`src/rtl/nzp_cc_unit.sv`:
```
// LC-3 style N/Z/P condition-code register with branch test and a bounded
// save/restore stack for interrupt/trap entry and RTI.
module nzp_cc_unit #(
  parameter int WIDTH = 16,
  parameter int DEPTH = 4,
  localparam int PTR_W = $clog2(DEPTH + 1)
) (
  input  logic             clk,
  input  logic             reset,
  input  logic             flagWE,
  input  logic [WIDTH-1:0] Buss,
  input  logic             push,
  input  logic             pop,
  input  logic             err_clr,
  input  logic [2:0]       br_nzp,
  output logic             N,
  output logic             Z,
  output logic             P,
  output logic             br_taken,
  output logic             stack_full,
  output logic             stack_empty,
  output logic             ovf_err,
  output logic             udf_err,
  output logic [PTR_W-1:0] depth_cnt
);

  // Storage is rounded up to a power of two so the index width matches exactly.
  localparam int IDX_W = (DEPTH > 1) ? $clog2(DEPTH) : 1;
  localparam int SLOTS = 2 ** IDX_W;

  logic [2:0]       r_flags;
  logic [PTR_W-1:0] r_cnt;
  logic             r_ovf;
  logic             r_udf;
  logic [2:0]       r_stack [SLOTS];

  logic             w_full;
  logic             w_empty;
  logic             w_push_only;
  logic             w_pop_only;
  logic             w_do_push;
  logic             w_do_pop;
  logic             w_ovf_evt;
  logic             w_udf_evt;
  logic [IDX_W-1:0] w_wr_idx;
  logic [IDX_W-1:0] w_rd_idx;

  function automatic logic [2:0] f_nzp(input logic [WIDTH-1:0] v);
    logic sgn;
    logic nz;
    sgn = v[WIDTH-1];
    nz  = |v;
    return {sgn, ~nz, nz & ~sgn};
  endfunction

  assign w_full      = (r_cnt == PTR_W'(DEPTH));
  assign w_empty     = (r_cnt == '0);
  assign w_push_only = push & ~pop;
  assign w_pop_only  = pop & ~push;
  assign w_do_push   = w_push_only & ~w_full;
  assign w_do_pop    = w_pop_only & ~w_empty;
  assign w_ovf_evt   = w_push_only & w_full;
  assign w_udf_evt   = w_pop_only & w_empty;
  assign w_wr_idx    = IDX_W'(r_cnt);
  assign w_rd_idx    = IDX_W'(r_cnt - PTR_W'(1));

  always_ff @(posedge clk) begin
    if (reset) begin
      r_flags <= 3'b010;
      r_cnt   <= '0;
      r_ovf   <= 1'b0;
      r_udf   <= 1'b0;
    end else begin
      // A restoring pop overrides any same-cycle flag load.
      if (w_do_pop)
        r_flags <= r_stack[w_rd_idx];
      else if (flagWE)
        r_flags <= f_nzp(Buss);

      if (w_do_push)
        r_cnt <= r_cnt + PTR_W'(1);
      else if (w_do_pop)
        r_cnt <= r_cnt - PTR_W'(1);

      r_ovf <= w_ovf_evt | (r_ovf & ~err_clr);
      r_udf <= w_udf_evt | (r_udf & ~err_clr);
    end
  end

  always_ff @(posedge clk) begin
    if (w_do_push && !reset)
      r_stack[w_wr_idx] <= r_flags;
  end

  assign {N, Z, P}   = r_flags;
  assign br_taken    = |(br_nzp & r_flags);
  assign stack_full  = w_full;
  assign stack_empty = w_empty;
  assign ovf_err     = r_ovf;
  assign udf_err     = r_udf;
  assign depth_cnt   = r_cnt;

endmodule

```
`config.mk`:
```
export PLATFORM = sky130hd
export DESIGN_NAME = nzp_cc_unit
export DESIGN_NICKNAME = d
export VERILOG_FILES = /design/src/rtl/nzp_cc_unit.sv
export SDC_FILE = /design/constraint.sdc
export NUM_CORES = 1
export LEC_CHECK = 0
export CAP_MARGIN = 10
export CELL_PAD_IN_SITES_DETAIL_PLACEMENT = 0
export CELL_PAD_IN_SITES_GLOBAL_PLACEMENT = 1
export CORE_MARGIN = 8
export CORE_UTILIZATION = 33
export CTS_BUF_LIST = sky130_fd_sc_hd__clkbuf_16
export DETAILED_ROUTE_END_ITERATION = 8
export GPL_TIMING_DRIVEN = 0
export HOLD_SLACK_MARGIN = 0.12
export PLACE_DENSITY_LB_ADDON = 0.1
export SKIP_CTS_REPAIR_TIMING = 1
export SLEW_MARGIN = 40
export SYNTH_ARGS = -nofsm -noshare
export SYNTH_HDL_FRONTEND = slang
export SYNTH_SLANG_ARGS = --single-unit
```
`constraint.sdc`:
```
create_clock -name clk -period 2.45 [get_ports clk]
set_clock_uncertainty 0.2 [all_clocks]
set_input_delay 0.245 -clock clk [delete_from_list [all_inputs] [get_ports clk]]
set_output_delay 0.245 -clock clk [all_outputs]
set_load 0.02 [all_outputs]
```
# Yosys cells after proc, flatten, opt, wreduce, memory -nomap -nowiden
# Memory sizes are Yosys's and may differ from the RTL's.
# Index checks and enable logic that the tools add are counted.
[word_totals]
ramBits = 12
register_bits = 8
input_bits = 25
output_inout_bits = 11
elab_cells = 40
mem_count = 1
[classes]
mux = 6
bitwise = 19
n_eq_ne = 1
n_addsub = 2
n_reduce_logical = 7
[mem_list]
columns = ["memory", "depth", "word_bits", "rd", "rd_clocked_by_memory_dff", "write_ports", "line", "source"]
rows = [
  ["r_stack", 4, 3, 1, 0, 1, "35", "logic [2:0] r_stack [SLOTS];"],
]
[op_table]
columns = ["operator", "count"]
rows = [
  ["$reduce_or A16 Y1", 1],
  ["$mux W3", 4],
  ["$and A1 B1 Y1", 9],
  ["$not A1 Y1", 7],
  ["$reduce_bool A2 Y1", 2],
  ["$add A3 B1 Y3 const B", 1],
  ["$and A3 B3 Y3", 1],
  ["$eq A3 B3 Y1 const B", 1],
  ["$logic_not A3 Y1", 1],
  ["$reduce_or A3 Y1", 1],
  ["$sub A3 B1 Y3 const B", 1],
  ["$mux W1", 2],
  ["$or A1 B1 Y1", 2],
  ["$logic_and A1 B1 Y1", 1],
  ["$logic_not A1 Y1", 1],
]

# Depth between registers and ports, before layout
[depth]
word_depth = 6
ltp_mapped = 7
depth_no_buf = 6

# Worst setup path before layout
# Ideal clock, no wire load.
[synth_timing]
kind = "register -> register"
startpoint = "register r_cnt[0] (netlist: depth_cnt[0])"
endpoint = "register r_flags[0]"
period_less_slack_ps = 2008
arrival_ps = 1687
setup_time_ps = 121
path_stages_with_launch = 8
setup_slack_ps = 442
path_cell_list = "dfxtp_1 > buf_6 > inv_1 > ha_1 > mux4_2 > and3_1 > a31oi_1 > a21oi_1"
[synth_between]
elab_chain_cells = 4
[synth_rtl]
columns = ["item", "line", "source"]
rows = [
  ["from (decl)", "32", "logic [PTR_W-1:0] r_cnt;"],
  ["from (signal assigned)", "81", "r_cnt <= r_cnt + PTR_W'(1);"],
  ["from (signal assigned)", "83", "r_cnt <= r_cnt - PTR_W'(1);"],
  ["branches (longest 4 deep; another with $sub A3 B1 Y3)", "--", ""],
  ["to (signal assigned)", "76", "r_flags <= r_stack[w_rd_idx];"],
  ["to (signal assigned)", "78", "r_flags <= f_nzp(Buss);"],
  ["to (decl)", "31", "logic [2:0] r_flags;"],
]
# Several ways; the timed one is not identified.
# A chain may end at the register's enable or synchronous reset.

# Worst setup path in the final report
[layout_timing]
startpoint = "register r_cnt[0] (netlist: depth_cnt[0])"
endpoint = "output port stack_empty"
[layout_between]
elab_chain_cells = 1
[layout_rtl]
columns = ["item", "line", "source"]
rows = [
  ["$logic_not A3 Y1", "57", "assign w_empty = (r_cnt == '0);"],
  ["to (decl)", "21", "output logic stack_empty,"],
]
# No other way between the ends.

==> reports/results.txt <==
The flow ran to the end, and the final reports show no timing, DRC or antenna violations. The final cycle utilization of the critical path was 0.9479. After floorplanning, the core was divided into 19 placement rows. The final count of hold timing violations was 0. Proportion of layout cells with a drive suffix above 1: 0.09244. The maximum cell stage delay along the critical path was 0.61 ns; the TritonCTS buffer count was 3. The signal on the critical path passes through buf_6, inv_1, ha_1, nand2b_4, inv_1, clkdlybuf4s50_1. Relative to the synthesized area, the layout overhead comes to 50.96%. The xor-xnor portion of the synthesized cell area was 0; the leakage power was 0.5680 nW.

The run gives 0.4306 GHz as the maximum clock frequency. The most prevalent standard cell on the critical path is sky130_fd_sc_hd__inv_1. The logs give 0.377 for the share of total power in sequential cells and 150 µm for the sum of met3 wire segment lengths after detailed routing. The tools report the sink count of the clock tree as 20.

The sequential cell area fraction in the yosys report was 0.5340. In this run, the number of DRC markers left after iteration 0 of detailed routing was 22. The clock share of power is 0.427, and the share of total power in combinational logic is 0.196.

The logs give 0.3504 for the initial core utilization and 520.5 µm² for the area occupied by registers. The pin slew with the least headroom to its limit is 0.3708 ns, and the clock transition at the registers of the reported paths is 0.05 ns. The layout has 253 filler cells. TritonCTS built the clock tree. The area fraction in and, or, nand and nor cells after synthesis works out to 0.1682. For this design the ratio of total power to cell area is 706.3 nW/µm².

Among all stages on the critical path, the largest delay is contributed by sky130_fd_sc_hd__clkdlybuf4s50_1. Cell internal power was estimated by the tool at 0.8093 mW. The first TritonRoute pass finished after 4 iterations. Adding up every negative setup slack in the final design gives 0 ns. The number of antenna violations at the first check in global routing came out at 0. The tools report the placed wire-length estimate after detailed placement as 1910 µm. The longest clock path from root to sink contains 2 buffers. The multiplexer area fraction after synthesis was 0.09884. The via count of the first global-routing pass came out at 811.

The total overflow left after global routing is 0. Once detail routing completed, the nets flagged for antenna violations numbered 0. The maximum vdd drop was 0.5660 mV; the number of flops mapped to enable cells by yosys was 12.

The worst setup path is captured at an output port. The clock latency of the later-clocked register in the worst-skew pair was 0.25 ns; the total die area was 4948 µm². The area share of fa/ha/maj cells after synthesis was 0.06418; the routed wire length was 2385 µm. The number of antenna diodes in the final layout is 0.

The worst register-to-register path begins at depth_cnt[0]. The total of warnings raised by yosys is 0. The switching power total was 0.2301 mW; the mean routed wirelength per cell was 15.90 µm. The worst hold path was traced through 2 stages. Power comes to 1.039 mW.

For this design the top-level I/O count stands at 36. The first global-routing pass estimated 3857 µm of wire. The tools report the number of setup violations in the final report as 0. Measured along the y axis, the die boundary spans 70.35 µm.

By area, the combinational part of the netlist is dominated by simple AND/OR/NAND/NOR gates. The compound-gate portion of the synthesized area was 0.08858. The largest net degree at the start of global routing came out at 13.

For the endpoint arrival time on the critical path, the log shows 1.88 ns. For this block, the via count after detailed routing is 762. The critical path in this run is classified as reg2out. The time the worst path needs with I/O delays and setup was 2.322 ns. Setup slack on the worst reg-to-reg path comes out at 0.30 ns. The routed design uses 1129 µm of met2 wire. The tools report the end of the worst register-to-register path as r_flags[0].

The tools report the net count of the mapped netlist as 110. The fraction of registers with async set or reset after synthesis came out at 0. The count of cell types in the netlist came out at 29. For this run, the leading register cell type out of synthesis is sky130_fd_sc_hd__edfxtp_1. The gate count of the mapped netlist is 80. The logs give 0 for the final max-slew violation count and 1 for the H-tree level count. In this run the top signal layer used is met4. At the end of the flow, the number of nets in the layout was 150.

The worst setup path is launched from a register. The worst-path maximum fanout works out to 6. The synthesized cell area is 974.7 µm², and the required time of the critical path is 2.01 ns. The footprint of the multi-input gates came out at 409.1 µm². The startpoint identified for the worst hold timing path is ovf_err. For the total track usage, the log shows 0.09811.

Averaged over all synthesized cells, the footprint is 12.18 µm². The per-cell via count in the routed design was 5.080. From left edge to right edge, the die measures 70.35 µm. Setup repair after global routing left no endpoint under its margin. The worst-case reg-to-reg path depth works out to 7. The tool flagged a number of max-cap violations equal to 0. The master cell of the clock root buffer is sky130_fd_sc_hd__clkbuf_16.

After detailed routing, the wire length on met1 is 1074 µm. For the headroom to the max-slew limit, the log shows 0.7523. The flip-flop and latch count after synthesis came out at 20. The fraction of power spent switching nets works out to 0.2214. The worst hold-check path type is reg2reg. Port buffering added 34 buffers.

The final routed DRC violation total is 0, and the post-layout utilization of the core is 0.5290. The tools report the last weighted congestion value of the routability-driven placer as 0.7170. The tools report the endpoint of the worst hold path as ovf_err. In this run the standard cell core region covers 2781 µm².
layout by cell type (no fill, tap or decap), types with 2 or more instances in the layout:
cell type                         netlist  layout
sky130_fd_sc_hd__clkdlybuf4s50_1        0      33
sky130_fd_sc_hd__edfxtp_1              12      12
sky130_fd_sc_hd__dfxtp_1                8       8
sky130_fd_sc_hd__inv_1                  7       7
sky130_fd_sc_hd__a21oi_1                5       5
sky130_fd_sc_hd__nand3_1                5       5
sky130_fd_sc_hd__ha_1                   5       5
sky130_fd_sc_hd__nor2_1                 4       4
sky130_fd_sc_hd__and2_1                 4       4
sky130_fd_sc_hd__nor4_1                 4       4
sky130_fd_sc_hd__nand2_1                3       3
sky130_fd_sc_hd__clkbuf_16              0       3
sky130_fd_sc_hd__nor2b_1                2       2
sky130_fd_sc_hd__mux4_1                 2       2
sky130_fd_sc_hd__a31oi_1                2       2
sky130_fd_sc_hd__a22oi_1                2       2
cells in the mapped netlist (all sizes together) (2+ instances only):
| master | instances | share of area |
|---|---|---|
| nand2 | 4 | 0.018 |
| ha | 5 | 0.064 |
| a31oi | 2 | 0.013 |
| mux4 | 3 | 0.077 |
| and2 | 4 | 0.026 |
| nor4 | 4 | 0.026 |
| nor2 | 4 | 0.015 |
| a22oi | 2 | 0.015 |
| a21oi | 5 | 0.026 |
| buf | 2 | 0.019 |
| edfxtp | 12 | 0.37 |
| dfxtp | 8 | 0.16 |
| inv | 7 | 0.027 |
| nor2b | 2 | 0.013 |
| nand3 | 5 | 0.026 |
| a21o | 2 | 0.017 |
how the worst max path moves through the flow:
| stage | start | to | slack [ns] | cells past startpoint |
|---|---|---|---|---|
| CTS | depth_cnt[0] | stack_full | 0.08 | 6 |
| global route | depth_cnt[0] | stack_empty | 0.006 | 6 |
| finish | depth_cnt[0] | stack_empty | 0.13 | 6 |
| global placement | depth_cnt[0] | r_flags[0] | 0.38 | 7 |
| detailed placement | depth_cnt[0] | r_stack[2][2] | 0.33 | 7 |
| floorplan | depth_cnt[0] | r_flags[0] | 0.44 | 7 |
per-layer routing:
layer / vias to the layer above / GRT usage
met3: 4 / 0.04237
met4: 0 / 0.04018
met2: 19 / 0.1559
met1: 357 / 0.1120
li1: 382 / -
met5: - / 0
sequential cells by signal (all words and copies together), names as in the netlist:
name,flops
r_stack,12
depth_cnt,3
r_flags,3
ovf_err,1
udf_err,1
through the flow:
stage	worst slack, ns	cells	area (µm²)	hold WS (ns)
after floorplan	0.4421	80	974.7	0.2039
after global placement	0.3763	145	1354	0.2953
final	0.1276	150	1471	0.3150
after detailed placement	0.3268	145	1354	0.3057
after global routing	0.005677	150	1471	0.3596
after CTS	0.07744	149	1459	0.04578
final cells by class:
class                      count  area share
sequential                    20      0.3537
multi-input combinational     51      0.2781
timing repair buffer          35      0.2398
clock buffer                   3     0.05102
tap                           31     0.02636
clock inverter                 1     0.02041
inverter                       7     0.01786
buffer                         2     0.01276
critical path: cells and delay by family, from the launching register on:
kind | cells | cell delay, ns
buffers and inverters | 4 | 0.94
DFF | 1 | 0.35
adders and majority gates | 1 | 0.25
and+or+nand+nor | 1 | 0.09
cells by family (layout without fill, tap and decap cells):
| family | Yosys count | after routing |
|---|---|---|
| adders and majority gates | 5 | 5 |
| muxes | 5 | 5 |
| AOI/OAI and AO/OA | 13 | 13 |
| DFF | 20 | 20 |
| and+or+nand+nor | 28 | 28 |
| buffers and inverters | 9 | 48 |
power groups by stage:
| stage | Combinational [mW] | Clock (mW) | Sequential (mW) |
|---|---|---|---|
| finish | 0.204 | 0.443 | 0.392 |
| detailed placement | 0.203 | 0 | 0.399 |
| CTS | 0.205 | 0.453 | 0.393 |
| global placement | 0.202 | 0 | 0.398 |
| global route | 0.221 | 0.462 | 0.396 |
| floorplan | 0.0929 | 0 | 0.408 |
Power figures use the tool's default switching activity.
